**src/rtl/poly_operand_driver_if.sv**
```systemverilog
// Operand-load bus between the automatic driver and the polynomial evaluator.
// master = driver side, slave = evaluator/requester side.
interface poly_operand_driver_if #(
    parameter int DATA_W = 8
);
    logic              start;
    logic [DATA_W-1:0] coef_a;
    logic [DATA_W-1:0] coef_b;
    logic [DATA_W-1:0] coef_c;
    logic [DATA_W-1:0] coef_x;
    logic              busy;
    logic              go;
    logic [DATA_W-1:0] data_out;
    logic [DATA_W-1:0] data_result;
    logic [DATA_W-1:0] result;
    logic              done;
    logic              mismatch;

    modport master (
        input  start, coef_a, coef_b, coef_c, coef_x, data_result,
        output busy, go, data_out, result, done, mismatch
    );

    modport slave (
        output start, coef_a, coef_b, coef_c, coef_x, data_result,
        input  busy, go, data_out, result, done, mismatch
    );
endinterface

```
**src/rtl/poly_operand_driver.sv**
```systemverilog
// Serialises operands A, B, C, X onto the evaluator's data_out/go port and captures its result.
// Optional self-check of the evaluator result enabled by defining POLY_CHECK_EN.
module poly_operand_driver #(
    parameter int DATA_W      = 8,
    parameter int GO_HIGH     = 2,
    parameter int GO_LOW      = 2,
    parameter int RESULT_WAIT = 8
) (
    input  logic                  clk,
    input  logic                  resetn,
    poly_operand_driver_if.master bus
);
    localparam int MAX_HL  = (GO_HIGH > GO_LOW) ? GO_HIGH : GO_LOW;
    localparam int MAX_CNT = (MAX_HL > RESULT_WAIT) ? MAX_HL : RESULT_WAIT;
    localparam int CNT_W   = (MAX_CNT > 1) ? $clog2(MAX_CNT) : 1;

    localparam logic [CNT_W-1:0] HIGH_LAST = CNT_W'(GO_HIGH - 1);
    localparam logic [CNT_W-1:0] LOW_LAST  = CNT_W'(GO_LOW - 1);
    localparam logic [CNT_W-1:0] WAIT_LAST = CNT_W'(RESULT_WAIT - 1);
    localparam logic [CNT_W-1:0] CNT_ZERO  = {CNT_W{1'b0}};
    localparam logic [CNT_W-1:0] CNT_ONE   = CNT_W'(1);
    localparam logic [DATA_W-1:0] DATA_ZERO = {DATA_W{1'b0}};
    localparam logic [1:0] LAST_IDX = 2'd3;

    typedef enum logic [2:0] {
        IDLE        = 3'd0,
        DRIVE_HIGH  = 3'd1,
        DRIVE_LOW   = 3'd2,
        WAIT_RESULT = 3'd3,
        DONE        = 3'd4
    } state_t;

    state_t            state_r, state_s;
    logic [1:0]        idx_r, idx_s;
    logic [CNT_W-1:0]  cnt_r, cnt_s;
    logic [DATA_W-1:0] op_r [4];
    logic              latch_s, capture_s;
    logic              go_r, go_s;
    logic              busy_r, busy_s;
    logic              done_r, done_s;
    logic [DATA_W-1:0] data_r, data_s, next_op_s;
    logic [DATA_W-1:0] result_r;

    // Next-state logic: phase counters, operand index and capture strobe
    always_comb begin
        state_s   = state_r;
        idx_s     = idx_r;
        cnt_s     = cnt_r;
        latch_s   = 1'b0;
        capture_s = 1'b0;
        case (state_r)
            IDLE: begin
                if (bus.start) begin
                    state_s = DRIVE_HIGH;
                    idx_s   = 2'd0;
                    cnt_s   = CNT_ZERO;
                    latch_s = 1'b1;
                end else begin
                    cnt_s = CNT_ZERO;
                end
            end
            DRIVE_HIGH: begin
                if (cnt_r == HIGH_LAST) begin
                    state_s = DRIVE_LOW;
                    cnt_s   = CNT_ZERO;
                end else begin
                    cnt_s = cnt_r + CNT_ONE;
                end
            end
            DRIVE_LOW: begin
                if (cnt_r == LOW_LAST) begin
                    cnt_s = CNT_ZERO;
                    if (idx_r == LAST_IDX) begin
                        state_s = WAIT_RESULT;
                    end else begin
                        state_s = DRIVE_HIGH;
                        idx_s   = idx_r + 2'd1;
                    end
                end else begin
                    cnt_s = cnt_r + CNT_ONE;
                end
            end
            WAIT_RESULT: begin
                if (cnt_r == WAIT_LAST) begin
                    state_s   = DONE;
                    cnt_s     = CNT_ZERO;
                    capture_s = 1'b1;
                end else begin
                    cnt_s = cnt_r + CNT_ONE;
                end
            end
            DONE: begin
                state_s = IDLE;
                idx_s   = 2'd0;
            end
            default: begin
                state_s = IDLE;
                idx_s   = 2'd0;
                cnt_s   = CNT_ZERO;
            end
        endcase
    end

    // Output pre-decode from the next state; data_out only loads on a rising go
    always_comb begin
        next_op_s = latch_s ? bus.coef_a : op_r[idx_s];
        go_s      = (state_s == DRIVE_HIGH);
        busy_s    = (state_s != IDLE);
        done_s    = (state_s == DONE);
        if ((state_s == DRIVE_HIGH) && (state_r != DRIVE_HIGH)) begin
            data_s = next_op_s;
        end else if ((state_s == DRIVE_HIGH) || (state_s == DRIVE_LOW)) begin
            data_s = data_r;
        end else begin
            data_s = DATA_ZERO;
        end
    end

    // State, operand latches and registered outputs
    always_ff @(posedge clk) begin
        if (!resetn) begin
            state_r  <= IDLE;
            idx_r    <= 2'd0;
            cnt_r    <= CNT_ZERO;
            go_r     <= 1'b0;
            busy_r   <= 1'b0;
            done_r   <= 1'b0;
            data_r   <= DATA_ZERO;
            result_r <= DATA_ZERO;
            for (int i = 0; i < 4; i++) begin
                op_r[i] <= DATA_ZERO;
            end
        end else begin
            state_r <= state_s;
            idx_r   <= idx_s;
            cnt_r   <= cnt_s;
            go_r    <= go_s;
            busy_r  <= busy_s;
            done_r  <= done_s;
            data_r  <= data_s;
            if (capture_s) begin
                result_r <= bus.data_result;
            end else begin
                result_r <= result_r;
            end
            if (latch_s) begin
                op_r[0] <= bus.coef_a;
                op_r[1] <= bus.coef_b;
                op_r[2] <= bus.coef_c;
                op_r[3] <= bus.coef_x;
            end else begin
                for (int i = 0; i < 4; i++) begin
                    op_r[i] <= op_r[i];
                end
            end
        end
    end

    assign bus.go       = go_r;
    assign bus.busy     = busy_r;
    assign bus.done     = done_r;
    assign bus.data_out = data_r;
    assign bus.result   = result_r;

`ifdef POLY_CHECK_EN
    logic [DATA_W-1:0] ax_r, bx_r, axx_r, expected_r;
    logic              mismatch_r;

    // Expected value pipeline, one multiply per stage; settles long before capture
    always_ff @(posedge clk) begin
        if (!resetn) begin
            ax_r       <= DATA_ZERO;
            bx_r       <= DATA_ZERO;
            axx_r      <= DATA_ZERO;
            expected_r <= DATA_ZERO;
            mismatch_r <= 1'b0;
        end else begin
            ax_r       <= op_r[0] * op_r[3];
            bx_r       <= op_r[1] * op_r[3];
            axx_r      <= ax_r * op_r[3];
            expected_r <= axx_r + bx_r + op_r[2];
            if (capture_s) begin
                mismatch_r <= (bus.data_result != expected_r);
            end else begin
                mismatch_r <= mismatch_r;
            end
        end
    end

    assign bus.mismatch = mismatch_r;
`else
    assign bus.mismatch = 1'b0;
`endif
endmodule
```
**src/flat_wrapper.sv**
```systemverilog
// flat-port wrapper written by rule: the top's interface ports become plain ports
module poly_operand_driver_flat 
#(
    parameter int DATA_W      = 8,
    parameter int GO_HIGH     = 2,
    parameter int GO_LOW      = 2,
    parameter int RESULT_WAIT = 8
)
  (clk, resetn, bus_start, bus_coef_a, bus_coef_b, bus_coef_c, bus_coef_x, bus_data_result, bus_busy, bus_go, bus_data_out, bus_result, bus_done, bus_mismatch);
  poly_operand_driver_if #(.DATA_W(DATA_W)) bus_i ();
  input  logic clk;
  input  logic resetn;
  input wire logic [$bits(bus_i.start)-1:0] bus_start;
  input wire logic [$bits(bus_i.coef_a)-1:0] bus_coef_a;
  input wire logic [$bits(bus_i.coef_b)-1:0] bus_coef_b;
  input wire logic [$bits(bus_i.coef_c)-1:0] bus_coef_c;
  input wire logic [$bits(bus_i.coef_x)-1:0] bus_coef_x;
  input wire logic [$bits(bus_i.data_result)-1:0] bus_data_result;
  output wire logic [$bits(bus_i.busy)-1:0] bus_busy;
  output wire logic [$bits(bus_i.go)-1:0] bus_go;
  output wire logic [$bits(bus_i.data_out)-1:0] bus_data_out;
  output wire logic [$bits(bus_i.result)-1:0] bus_result;
  output wire logic [$bits(bus_i.done)-1:0] bus_done;
  output wire logic [$bits(bus_i.mismatch)-1:0] bus_mismatch;
  assign bus_i.start = bus_start;
  assign bus_i.coef_a = bus_coef_a;
  assign bus_i.coef_b = bus_coef_b;
  assign bus_i.coef_c = bus_coef_c;
  assign bus_i.coef_x = bus_coef_x;
  assign bus_i.data_result = bus_data_result;
  assign bus_busy = bus_i.busy;
  assign bus_go = bus_i.go;
  assign bus_data_out = bus_i.data_out;
  assign bus_result = bus_i.result;
  assign bus_done = bus_i.done;
  assign bus_mismatch = bus_i.mismatch;
  poly_operand_driver #(.DATA_W(DATA_W), .GO_HIGH(GO_HIGH), .GO_LOW(GO_LOW), .RESULT_WAIT(RESULT_WAIT)) u_core (.clk(clk), .resetn(resetn), .bus(bus_i));
endmodule
```
**config.mk**
```make
export PLATFORM = sky130hd
export DESIGN_NAME = poly_operand_driver_flat
export DESIGN_NICKNAME = d
export VERILOG_FILES = /design/src/rtl/poly_operand_driver_if.sv /design/src/rtl/poly_operand_driver.sv /design/src/flat_wrapper.sv
export SDC_FILE = /design/constraint.sdc
export NUM_CORES = 1
export LEC_CHECK = 0
export ABC_CLOCK_PERIOD_IN_PS = 4100
export CAP_MARGIN = 20
export CELL_PAD_IN_SITES_DETAIL_PLACEMENT = 1
export CELL_PAD_IN_SITES_GLOBAL_PLACEMENT = 2
export CORE_ASPECT_RATIO = 0.9
export CORE_MARGIN = 3
export CORE_UTILIZATION = 34
export DETAILED_ROUTE_END_ITERATION = 16
export GPL_TIMING_DRIVEN = 0
export PLACE_DENSITY = 0.81
export SLEW_MARGIN = 10
export SYNTH_ARGS = -nofsm -noshare
export SYNTH_HDL_FRONTEND = slang
export SYNTH_SLANG_ARGS = --single-unit
```
**constraint.sdc**
```tcl
create_clock -name clk -period 4.1 [get_ports clk]
set_input_delay 1.23 -clock clk [delete_from_list [all_inputs] [get_ports clk]]
set_output_delay 1.23 -clock clk [all_outputs]
set_load 0.02 [all_outputs]
```
==> results of run 1 <==
-- cell usage in the layout (no fill, tap or decap), drive strengths merged, types with 2 or more instances in the layout --
| cell | count |
|---|---|
| ha | 3 |
| clkdlybuf4s50 | 61 |
| nand2b | 4 |
| nor4bb | 2 |
| o21ai | 11 |
| nor2b | 6 |
| edfxtp | 32 |
| a221oi | 2 |
| a21o | 3 |
| mux2 | 8 |
| nand3 | 11 |
| clkinv | 3 |
| clkbuf | 22 |
| a21oi | 11 |
| inv | 4 |
| dfxtp | 27 |
| a21boi | 8 |
| a32oi | 2 |
| buf | 5 |
| o21bai | 8 |
| and3 | 33 |
| and2 | 7 |
| nor2 | 8 |
| bufinv | 2 |
| nand2 | 28 |
| a211o | 9 |
-- cell families (layout without fill, tap and decap cells) --
group,Yosys count,after routing
adders and majority gates,3,3
other,1,1
xor gates and xnor gates,1,1
muxes,9,9
buffers and inverters,19,97
AOI/OAI and AO/OA,64,64
DFF,59,59
and+or+nand+nor,103,103
-- cell type report --
class                           instances  area, um^2  share of cell area
Multi-Input combinational cell        181        1190              0.3203
Tap cell                               96       120.1             0.03233
Sequential cell                        59        1501              0.4042
Timing Repair Buffer                   62       615.6              0.1657
Buffer                                 15       63.81             0.01718
Inverter                                4       15.01            0.004042
Clock buffer                           11       131.4             0.03537
Clock inverter                          5       77.57             0.02088
-- registers in the layout, indices dropped and copies added (netlist names) --
signal               cells
u_core.op_r             32
u_core.bus.data_out      8
u_core.bus.result        8
u_core.cnt_r             3
u_core.state_r           3
u_core.idx_r             2
u_core.bus.busy          1
u_core.bus.done          1
u_core.bus.go            1
-- synth_stat cells (2+ instances only) --
master | instances | area [um^2]
sky130_fd_sc_hd__a221oi_1 | 2 | 17.52
sky130_fd_sc_hd__and2_1 | 7 | 43.79
sky130_fd_sc_hd__clkbuf_1 | 10 | 37.54
sky130_fd_sc_hd__o21ai_0 | 11 | 55.05
sky130_fd_sc_hd__nand2b_1 | 4 | 25.02
sky130_fd_sc_hd__dfxtp_1 | 27 | 540.5
sky130_fd_sc_hd__o21bai_1 | 8 | 60.06
sky130_fd_sc_hd__a21oi_1 | 11 | 55.05
sky130_fd_sc_hd__nor4bb_1 | 2 | 20.02
sky130_fd_sc_hd__a21o_1 | 3 | 22.52
sky130_fd_sc_hd__inv_1 | 4 | 15.01
sky130_fd_sc_hd__mux2_1 | 8 | 90.09
sky130_fd_sc_hd__a211o_1 | 9 | 78.83
sky130_fd_sc_hd__a32oi_1 | 2 | 17.52
sky130_fd_sc_hd__nand3_1 | 11 | 55.05
sky130_fd_sc_hd__buf_2 | 3 | 15.01
sky130_fd_sc_hd__nor2b_1 | 6 | 37.54
sky130_fd_sc_hd__and3_1 | 33 | 206.5
sky130_fd_sc_hd__nand2_1 | 28 | 105.1
sky130_fd_sc_hd__nor2_1 | 7 | 26.28
sky130_fd_sc_hd__ha_1 | 3 | 37.54
sky130_fd_sc_hd__a21boi_0 | 8 | 60.06
sky130_fd_sc_hd__edfxtp_1 | 32 | 960.9
-- worst min path at each step --
stage / endpoint / slack (ns) / cells after the start / from
after floorplan: u_core.idx_r[1] / 0.51 / 2 / u_core.idx_r[1]
after global placement: u_core.bus.result[2] / 0.45 / 2 / u_core.bus.result[2]
after detailed placement: u_core.bus.result[0] / 0.46 / 2 / u_core.bus.result[0]
after CTS: u_core.bus.result[0] / 0.47 / 2 / u_core.bus.result[0]
after global routing: u_core.bus.result[0] / 0.50 / 2 / u_core.bus.result[0]
final: u_core.bus.result[0] / 0.47 / 2 / u_core.bus.result[0]
-- stage by stage --
step / utilization / hold WS [ns]
after floorplan: - / 0.5141
after global placement: 0.4524 / 0.4545
after detailed placement: 0.4528 / 0.4593
after CTS: 0.4798 / 0.4692
after global routing: 0.4804 / 0.5015
final: 0.4804 / 0.4665
-- worst register-to-register path: cells and delay by family (launching register included) --
| family | cells | cell delay (ns) |
|---|---|---|
| and+or+nand+nor | 2 | 1.46 |
| DFF | 1 | 0.30 |
| buffers and inverters | 2 | 0.62 |
-- power by group --
part | internal, mW | switching (mW)
Combinational | 0.0914 | 0.101
Clock | 0.341 | 0.232
Sequential | 0.668 | 0.0152
Total | 1.10 | 0.349
-- per-layer routing --
| metal | wire length (um) | vias to the layer above | GRT usage | part of all wire |
|---|---|---|---|---|
| li1 | - | 1105 | - | - |
| met3 | 296 | 11 | 0.04839 | 0.038 |
| met5 | 0 | - | 0 | 0 |
| met2 | 3581 | 50 | 0.2669 | 0.47 |
| met4 | 121 | 0 | 0.04983 | 0.016 |
| met1 | 3691 | 1127 | 0.2480 | 0.48 |
==> summary.txt, run 1 <==
Outcome
  – Result of the run: finished clean

Logic synthesis
  – Top_reg_cell synth: sky130_fd_sc_hd__edfxtp_1
  – Yosys warnings: 0
  – Library cells used by synthesis: 43
  – Sequential element share of the synthesized area: 0.5425
  – Gate count after technology mapping: 259
  – Mux cell area share after synthesis: 0.03617
  – Net count of the mapped netlist: 305
  – Average cell area after synthesis: roughly 11 um^2
  – Fraction of the mapped netlist area in simple logic gates: 0.2043
  – Post-synthesis instance area: about 2800 um^2
  – EDFF count, synth: 32
  – Adder-cell area share of the yosys netlist: 0.01356
  – Parity-gate share of the synthesized area counting xor and xnor cells: 0.003165
  – Number of flip-flops and latches in the synthesized netlist: 59
  – Area fraction in compound gates after synthesis: 0.1704
  – Synth async-reset ratio: 0
  – Dominant combinational cell family by area after synthesis: simple AND/OR/NAND/NOR gates

Timing
  – Summed negative setup slack over all endpoints: 0 ns
  – Endpoints failing setup: 0
  – RSZ-0062 raised after global routing: false
  – Final period util: 0.9000
  – Final period demand of the worst path: between 3 and 4 ns
  – Max-slew violation count: 0
  – Slew of the pin with the lowest slew margin: 1.003 ns
  – Top achievable clock speed: 271.0 MHz
  – Clk_skew: approximately 0.007 ns
  – Fin. Hold Viols: 0
  – Smallest setup slack after layout: 0.4098 ns
  – Headroom to the max-slew limit: 0.3315

Critical path
  – Delay contributed by the slowest stage of the critical path: roughly 0.74 ns
  – Chain of cells forming the critical path: clkdlybuf4s50_1 -> nor4b_2 -> clkbuf_1 -> nand2b_2
  – Critical path startpoint: bus_start
  – Maximum fanout count along the critical path: 32
  – Register-to-Register Path Depth: 4
  – Standard cell with the maximum stage delay on the critical path: sky130_fd_sc_hd__nand2b_2
  – Data required, critical path: 4.06 ns
  – Launching point of the worst reg2reg path: u_core.state_r[2]
  – Endpoint of the lowest-slack register-to-register path: u_core.op_r[1][2]
  – Kind of end point of the critical path: flip-flop
  – Worst reg-to-reg setup slack: 1.34 ns
  – Crit. path cell count: 4
  – Worst setup path class: in -> reg
  – Setup crit end: u_core.op_r[1][2]
  – Type of origin of the critical path: primary input
  – Number of buffers and inverters on the critical path: 2
  – CP arrival: ~3.7 ns
  – CP top delay family: simple AND/OR/NAND/NOR gates

Final layout
  – Area growth from synthesis to layout: 34.22%
  – Share of layout cells above drive strength 1: 0.07122
  – Fin cells: 433
  – # fillers: 847
  – Ant diodes: 0
  – Nets: roughly 380
  – Post-route cell area: 3715 um^2

Global routing
  – Maximum number of pins on one net before global-route repair: 33
  – Wire length of the first global-routing pass: ~13000 um
  – Remaining Overflow, GRT: 0
  – Initial antenna violation count: 0
  – Number of global-route vias before repair: roughly 2400
  – Total global routing track utilization: 0.1770

Pwr
  – Design Power: between 1 and 1.5 mW
  – Power per cell area: between 300 and 400 nW/um^2
  – Leakage power: 1.496 nW
  – Maximum VDD drop: 188.6 uV

Routing
  – WL/cell: 17.76 um
  – Total wire length after detailed routing: 7691 um
  – DRC violations left: 0
  – Number of DRC markers after the initial detailed-route iteration: 118
  – Via-to-Cell Ratio: approximately 5.3
  – Number of detailed-routing iterations run before antenna repair: 4
  – Number of nets with antenna violations after routing: 0
  – Total via count in the routed design: around 2300

Clock network
  – Setup Buffers After CTS: 0
  – Post-cts repair resize count: 0
  – # clock sinks: 59
  – Count of hold-fix buffers inserted at cts: 0
  – TritonCTS buffer count: 9
  – Htree depth: 3
  – Clock Root Buffer: sky130_fd_sc_hd__clkbuf_8
  – Post-CTS clock slew at the launch and capture registers of the worst setup and hold paths: ~0.070 ns
  – Buffer depth of the longest clock path: 2
  – CTS tree: yes
  – Later-pin clock latency in the skew report: roughly 0.34 ns

Worst hold path
  – Worst min-delay path category: reg -> reg

Floorplanning
  – Placeable core area: 7732 um^2
  – DIE AREA: ~9300 um^2
  – I/O pins: 63
  – Die H: 91.60 um
  – Row count: 30
  – Starting density of the core: 0.3579
  – Chip width: 101.1 um

Placement
  – Placed instance count: roughly 420
  – Setup WS pre-CTS: 0.02050 ns
  – Post-DP HPWL: 5495 um
  – Buffers on Ports: 61
  – GP Congestion: 0.7973
  – Placed cell area: 3501 um^2

Flow run
  – Number of max-cap violations: 0
No activity file was read; power rests on OpenSTA's default activity.
==> run 2: changes to the inputs <==
CAP_MARGIN = default   (was 20)
CORE_MARGIN = 2   (was 3)
==> summary.txt, run 2 (same netlist as run 1, synthesis figures left out) <==
Critical path
  – Type of origin of the critical path: primary input (unchanged)
  – Critical path startpoint: bus_start (unchanged)
  – Maximum fanout count along the critical path: 32 (unchanged)
  – Worst setup path class: in -> reg (unchanged)
  – Kind of end point of the critical path: flip-flop (unchanged)
  – Data required, critical path: 4.06 ns (about the same)
  – CP arrival: 3.57 ns (was 3.65 ns)
  – Launching point of the worst reg2reg path: u_core.state_r[2] (unchanged)

Final layout
  – Flip-flop count of the largest register after layout: 32 (unchanged)
  – Ant diodes: 0 (unchanged)
  – Combined area of the multi-input logic cells: 1190 um^2 (unchanged)
  – Most flops, register: u_core.op_r (unchanged)
  – Nets: 377 (was 378)
  – Share of layout cells above drive strength 1: 0.07143 (was 0.07122)
  – Layout Utilization: 0.4619 (was 0.4804)
  – Area growth from synthesis to layout: 33.36% (was 34.22%)
  – Register Area: 1501 um^2 (unchanged)
  – # fillers: 899 (was 847)
  – Most frequent standard cell in the layout excluding fill and tap cells: sky130_fd_sc_hd__clkdlybuf4s50_1 (unchanged)
  – Most frequent cells in the layout: 61 x sky130_fd_sc_hd__clkdlybuf4s50_1, 33 x sky130_fd_sc_hd__and3_1, 32 x sky130_fd_sc_hd__edfxtp_1, 28 x sky130_fd_sc_hd__nand2_1, 27 x sky130_fd_sc_hd__dfxtp_1 (unchanged)
  – Fin cells: 435 (was 433)

Flow run
  – Number of max-cap violations: 0 (unchanged)

Floorplanning
  – Chip width: 99.11 um (was 101.1 um)
  – I/O pins: 63 (unchanged)
  – Placeable core area: 7990 um^2 (was 7732 um^2)
  – DIE AREA: 8879 um^2 (was 9261 um^2)
  – Starting density of the core: 0.3464 (was 0.3579)
  – Row count: 31 (was 30)
  – Die H: 89.60 um (was 91.60 um)

Routing
  – Number of DRC markers after the initial detailed-route iteration: 100 (was 118)
  – DRC violations left: 0 (unchanged)
  – Total wire length after detailed routing: 7481 um (was 7691 um)
  – Number of detailed-routing iterations run before antenna repair: 4 (unchanged)
  – Number of nets with antenna violations after routing: 0 (unchanged)
  – WL/cell: 17.20 um (was 17.76 um)
  – Total via count in the routed design: 2247 (was 2293)
  – Via-to-Cell Ratio: 5.166 (was 5.296)

Clock network
  – Setup Buffers After CTS: 0 (unchanged)
  – Buffer depth of the longest clock path: 2 (unchanged)
  – Count of hold-fix buffers inserted at cts: 0 (unchanged)
  – Clock Root Buffer: sky130_fd_sc_hd__clkbuf_8 (unchanged)
  – Post-CTS clock slew at the launch and capture registers of the worst setup and hold paths: 0.06 ns (was 0.07 ns)
  – Post-cts repair resize count: 0 (unchanged)
  – Later-pin clock latency in the skew report: 0.34 ns (about the same)
  – Htree depth: 3 (unchanged)
  – TritonCTS buffer count: 9 (unchanged)
  – # clock sinks: 59 (unchanged)
  – CTS tree: yes (unchanged)

Timing
  – RSZ-0062 raised after global routing: false (unchanged)
  – Clk_skew: 0.01431 ns (was 0.006797 ns)
  – Endpoints failing setup: 0 (unchanged)
  – Hold slack final: 0.4637 ns (was 0.4665 ns)
  – Top achievable clock speed: 276.6 MHz (was 271.0 MHz)
  – Fin. Hold Viols: 0 (unchanged)
  – Slew of the pin with the lowest slew margin: 1.146 ns (was 1.003 ns)
  – Headroom to the max-slew limit: 0.2302 (was 0.3315)
  – Final period demand of the worst path: 3.616 ns (was 3.690 ns)
  – Final period util: 0.8819 (was 0.9000)
  – Max-slew violation count: 0 (unchanged)

Pwr
  – Pint: 1.039 mW (was 1.100 mW)
  – Switching Fraction: 0.2527 (was 0.2408)
  – Power share of the sequential group: 0.491 (was 0.471)
  – Maximum VDD drop: 188.9 uV (was 188.6 uV)
  – Clock share of power: 0.372 (was 0.396)
  – Leakage power: 1.484 nW (was 1.496 nW)
  – Power per cell area: 376.8 nW/um^2 (was 389.9 nW/um^2)
  – Switch Pwr: 0.3514 mW (was 0.3488 mW)
  – Share of power burned in combinational logic: 0.137 (was 0.133)

Global routing
  – Maximum number of pins on one net before global-route repair: 33 (unchanged)
  – Initial antenna violation count: 0 (unchanged)
  – Remaining Overflow, GRT: 0 (unchanged)
  – Wire length of the first global-routing pass: 11910 um (was 12650 um)
  – Total global routing track utilization: 0.1774 (was 0.1770)
  – Number of global-route vias before repair: 2300 (was 2428)

Placement
  – Placed instance count: 419 (was 416)
  – GP Congestion: 0.7655 (was 0.7973)
  – Post-DP HPWL: 5285 um (was 5495 um)
  – Buffers on Ports: 61 (unchanged)

Outcome
  – Result of the run: finished clean (unchanged)

Worst hold path
  – Worst min-delay path category: reg -> reg (unchanged)
  – Startpoint of the worst hold path: u_core.bus.result[7] (was u_core.bus.result[0])
[run 2: cell count changes in the layout (fill, tap and decap cells not counted), sizes merged]
cell / change
clkbuf: -1
inv: +1
bufinv: -1
[run 2: layout make-up]
cell class / count / share of cell area
plain buffers: 15 / 0.01729
clock buffers: 11 / 0.03559
clock inverters: 5 / 0.01492
inverters: 4 / 0.004068
multi-input cells: 181 / 0.3224
flip-flops and latches: 59 / 0.4068
well taps: 99 / 0.03356
repair buffers: 61 / 0.1654
[run 2: layer usage]
layer  track usage  routed length [um]  vias to the layer above
met2        0.2912                3594                       48
met1        0.2332                3543                     1095
met3       0.04954                 314                        2
met4       0.04981                  29                        0
met5             0                   0                        -
li1              -                   -                     1102
[run 2: worst paths after layout]
check                           cells after the start                    to  slack (ns)
worst max-delay path                                4     u_core.op_r[2][3]        0.48
worst max register to register                      4     u_core.op_r[2][3]        1.44
worst min-delay path                                2  u_core.bus.result[7]        0.46
worst min register to register                      2  u_core.bus.result[7]        0.46
[run 2: power groups by stage]
stage | combinational (mW) | clock [mW] | sequential (mW)
3_5_place_dp | 0.192 | 0 | 0.696
2_1_floorplan | 0.0883 | 0 | 0.702
3_3_place_gp | 0.189 | 0 | 0.695
5_1_grt | 0.210 | 0.560 | 0.687
6_report | 0.191 | 0.517 | 0.683
4_1_cts | 0.193 | 0.532 | 0.683
[run 2: worst max-delay path: stages]
cell and delay, ns:
sky130_fd_sc_hd__clkdlybuf4s50_1 0.57, sky130_fd_sc_hd__nor4b_2 0.65, sky130_fd_sc_hd__clkbuf_1 0.40, sky130_fd_sc_hd__nand2b_2 0.72
[run 2: per-stage QoR]
| step | setup WS [ns] | power [mW] | TNS [ns] | area (um^2) |
|---|---|---|---|---|
| after CTS | 0.4714 | 1.408 | 0 | 3691 |
| after global routing | 0.2438 | 1.456 | 0 | 3691 |
| after floorplan | 0.9940 | 0.7905 | 0 | 2768 |
| after detailed placement | 0.09687 | 0.8884 | 0 | 3505 |
| after global placement | -0.3588 | 0.8841 | -11.46 | 3502 |
| final | 0.4843 | 1.391 | 0 | 3691 |
==> run 3: changes to the inputs <==
SETUP_SLACK_MARGIN = 0.5   (was default)
==> summary.txt, run 3 (same netlist as run 1, synthesis figures left out) <==
Routing
  – Total via count in the routed design: 2237 (was 2247)
  – Total wire length after detailed routing: 7496 um (was 7481 um)
  – Number of DRC markers after the initial detailed-route iteration: 91 (was 100)
  – Via-to-Cell Ratio: 5.143 (was 5.166)
  – WL/cell: 17.23 um (was 17.20 um)
  – DRC violations left: 0 (unchanged)
  – Number of detailed-routing iterations run before antenna repair: 4 (unchanged)
  – Number of nets with antenna violations after routing: 0 (unchanged)

Critical path
  – Worst setup path class: in -> reg (unchanged)
  – CP arrival: 3.39 ns (was 3.57 ns)
  – Kind of end point of the critical path: flip-flop (unchanged)
  – Data required, critical path: 4.08 ns (was 4.06 ns)
  – Maximum fanout count along the critical path: 32 (unchanged)
  – Type of origin of the critical path: primary input (unchanged)

Final layout
  – Layout Utilization: 0.4635 (was 0.4619)
  – # fillers: 895 (was 899)
  – Share of layout cells above drive strength 1: 0.07440 (was 0.07143)
  – Ant diodes: 0 (unchanged)
  – Nets: 377 (unchanged)
  – Most frequent cells in the layout: 61 x sky130_fd_sc_hd__clkdlybuf4s50_1, 33 x sky130_fd_sc_hd__and3_1, 32 x sky130_fd_sc_hd__edfxtp_1, 28 x sky130_fd_sc_hd__nand2_1, 27 x sky130_fd_sc_hd__dfxtp_1 (unchanged)
  – Flip-flop count of the largest register after layout: 32 (unchanged)
  – Most flops, register: u_core.op_r (unchanged)
  – Most frequent standard cell in the layout excluding fill and tap cells: sky130_fd_sc_hd__clkdlybuf4s50_1 (unchanged)
  – Area growth from synthesis to layout: 33.82% (was 33.36%)
  – Fin cells: 435 (unchanged)

Clock network
  – Post-CTS clock slew at the launch and capture registers of the worst setup and hold paths: 0.06 ns (about the same)
  – Count of hold-fix buffers inserted at cts: 0 (unchanged)
  – Buffer depth of the longest clock path: 2 (unchanged)
  – Later-pin clock latency in the skew report: 0.34 ns (about the same)
  – TritonCTS buffer count: 9 (unchanged)
  – CTS tree: yes (unchanged)
  – Setup Buffers After CTS: 0 (unchanged)
  – Clock Root Buffer: sky130_fd_sc_hd__clkbuf_8 (unchanged)
  – Htree depth: 3 (unchanged)
  – # clock sinks: 59 (unchanged)

Timing
  – Headroom to the max-slew limit: 0.2339 (was 0.2302)
  – Max-slew violation count: 0 (unchanged)
  – Fin. Hold Viols: 0 (unchanged)
  – Top achievable clock speed: 293.2 MHz (was 276.6 MHz)
  – Slew of the pin with the lowest slew margin: 1.140 ns (was 1.146 ns)
  – Final period demand of the worst path: 3.411 ns (was 3.616 ns)
  – Final period util: 0.8319 (was 0.8819)
  – Endpoints failing setup: 0 (unchanged)
  – Clk_skew: 0.01099 ns (was 0.01431 ns)
  – RSZ-0062 raised after global routing: false (unchanged)
  – Hold slack final: 0.4638 ns (was 0.4637 ns)

Pwr
  – Switch Pwr: 0.3517 mW (was 0.3514 mW)
  – Clock share of power: 0.370 (was 0.372)
  – Design Power: 1.392 mW (was 1.391 mW)
  – Maximum VDD drop: 188.5 uV (was 188.9 uV)
  – Switching Fraction: 0.2526 (was 0.2527)
  – Pint: 1.041 mW (was 1.039 mW)
  – Leakage power: 1.490 nW (was 1.484 nW)
  – Share of power burned in combinational logic: 0.139 (was 0.137)
  – Power per cell area: 376.0 nW/um^2 (was 376.8 nW/um^2)
  – Power share of the sequential group: 0.490 (was 0.491)

Placement
  – GP Congestion: 0.7655 (unchanged)
  – Placed instance count: 419 (unchanged)
  – Buffers on Ports: 61 (unchanged)
  – Post-DP HPWL: 5285 um (unchanged)

Global routing
  – Remaining Overflow, GRT: 0 (unchanged)
  – Initial antenna violation count: 0 (unchanged)
  – Wire length of the first global-routing pass: 11940 um (was 11910 um)
  – Maximum number of pins on one net before global-route repair: 33 (unchanged)
  – Number of global-route vias before repair: 2300 (unchanged)
  – Total global routing track utilization: 0.1778 (was 0.1774)

Floorplanning
  – DIE AREA: 8879 um^2 (unchanged)
  – Starting density of the core: 0.3464 (unchanged)
  – Chip width: 99.11 um (unchanged)
  – Die H: 89.60 um (unchanged)
  – Row count: 31 (unchanged)
  – Placeable core area: 7990 um^2 (unchanged)
  – I/O pins: 63 (unchanged)

Outcome
  – Result of the run: finished clean (unchanged)

Worst hold path
  – Worst min-delay path category: reg -> reg (unchanged)

Flow run
  – Number of max-cap violations: 0 (unchanged)
run 3: changes by cell type in the layout (fill, tap and decap cells not counted):
cell,delta
sky130_fd_sc_hd__nand2b_2,-1
sky130_fd_sc_hd__a32oi_2,+1
sky130_fd_sc_hd__a32oi_1,-1
sky130_fd_sc_hd__nand2b_4,+1
run 3: timing repair:
action                                  4_1_cts  5_1_grt
resized for setup                             1        1
pin swaps                                     0        0
endpoints found under the setup margin       32        8
run 3: critical path, cell delays in order:
cell	delay, ns
sky130_fd_sc_hd__clkdlybuf4s50_1	0.57
sky130_fd_sc_hd__nor4b_2	0.66
sky130_fd_sc_hd__clkbuf_1	0.42
sky130_fd_sc_hd__nand2b_4	0.50
run 3: area by class of cell:
cell class / instances / area (um^2) / share of cell area
Clock inverter: 5 / 55.05 / 0.01486
Sequential cell: 59 / 1501 / 0.4054
Tap cell: 99 / 123.9 / 0.03345
Buffer: 15 / 63.81 / 0.01723
Multi-Input combinational cell: 181 / 1202 / 0.3247
Inverter: 4 / 15.01 / 0.004054
Timing Repair Buffer: 61 / 610.6 / 0.1649
Clock buffer: 11 / 131.4 / 0.03547
run 3: power groups by stage:
stage | Sequential [mW] | Combinational [mW] | Clock [mW]
3_5_place_dp | 0.696 | 0.192 | 0
5_1_grt | 0.687 | 0.212 | 0.560
3_3_place_gp | 0.695 | 0.189 | 0
4_1_cts | 0.683 | 0.194 | 0.532
2_1_floorplan | 0.702 | 0.0883 | 0
6_report | 0.683 | 0.194 | 0.515
run 3: per-stage QoR:
step	cell area [um^2]	TNS [ns]	worst slack [ns]
5_1_grt	3704	0	0.5039
4_1_cts	3696	0	0.6418
6_report	3704	0	0.6892
3_5_place_dp	3505	0	0.09687
3_3_place_gp	3502	-11.46	-0.3588
2_1_floorplan	2768	0	0.9940
run 3: metal layers:
layer  routed length, um  GRT usage  up-vias
met5                   0          0        -
met4                  51    0.04981        0
met3                 335    0.04954        6
met2                3592     0.2948       52
met1                3516     0.2313     1073
li1                    -          -     1106
run 3: worst paths after layout:
check | start | end | slack, ns | depth (start not counted)
max reg2reg | u_core.cnt_r[0] | u_core.bus.data_out[1] | 1.57 | 6
max | bus_start | u_core.op_r[2][3] | 0.69 | 4
min | u_core.bus.result[7] | u_core.bus.result[7] | 0.46 | 2
min reg2reg | u_core.bus.result[7] | u_core.bus.result[7] | 0.46 | 2
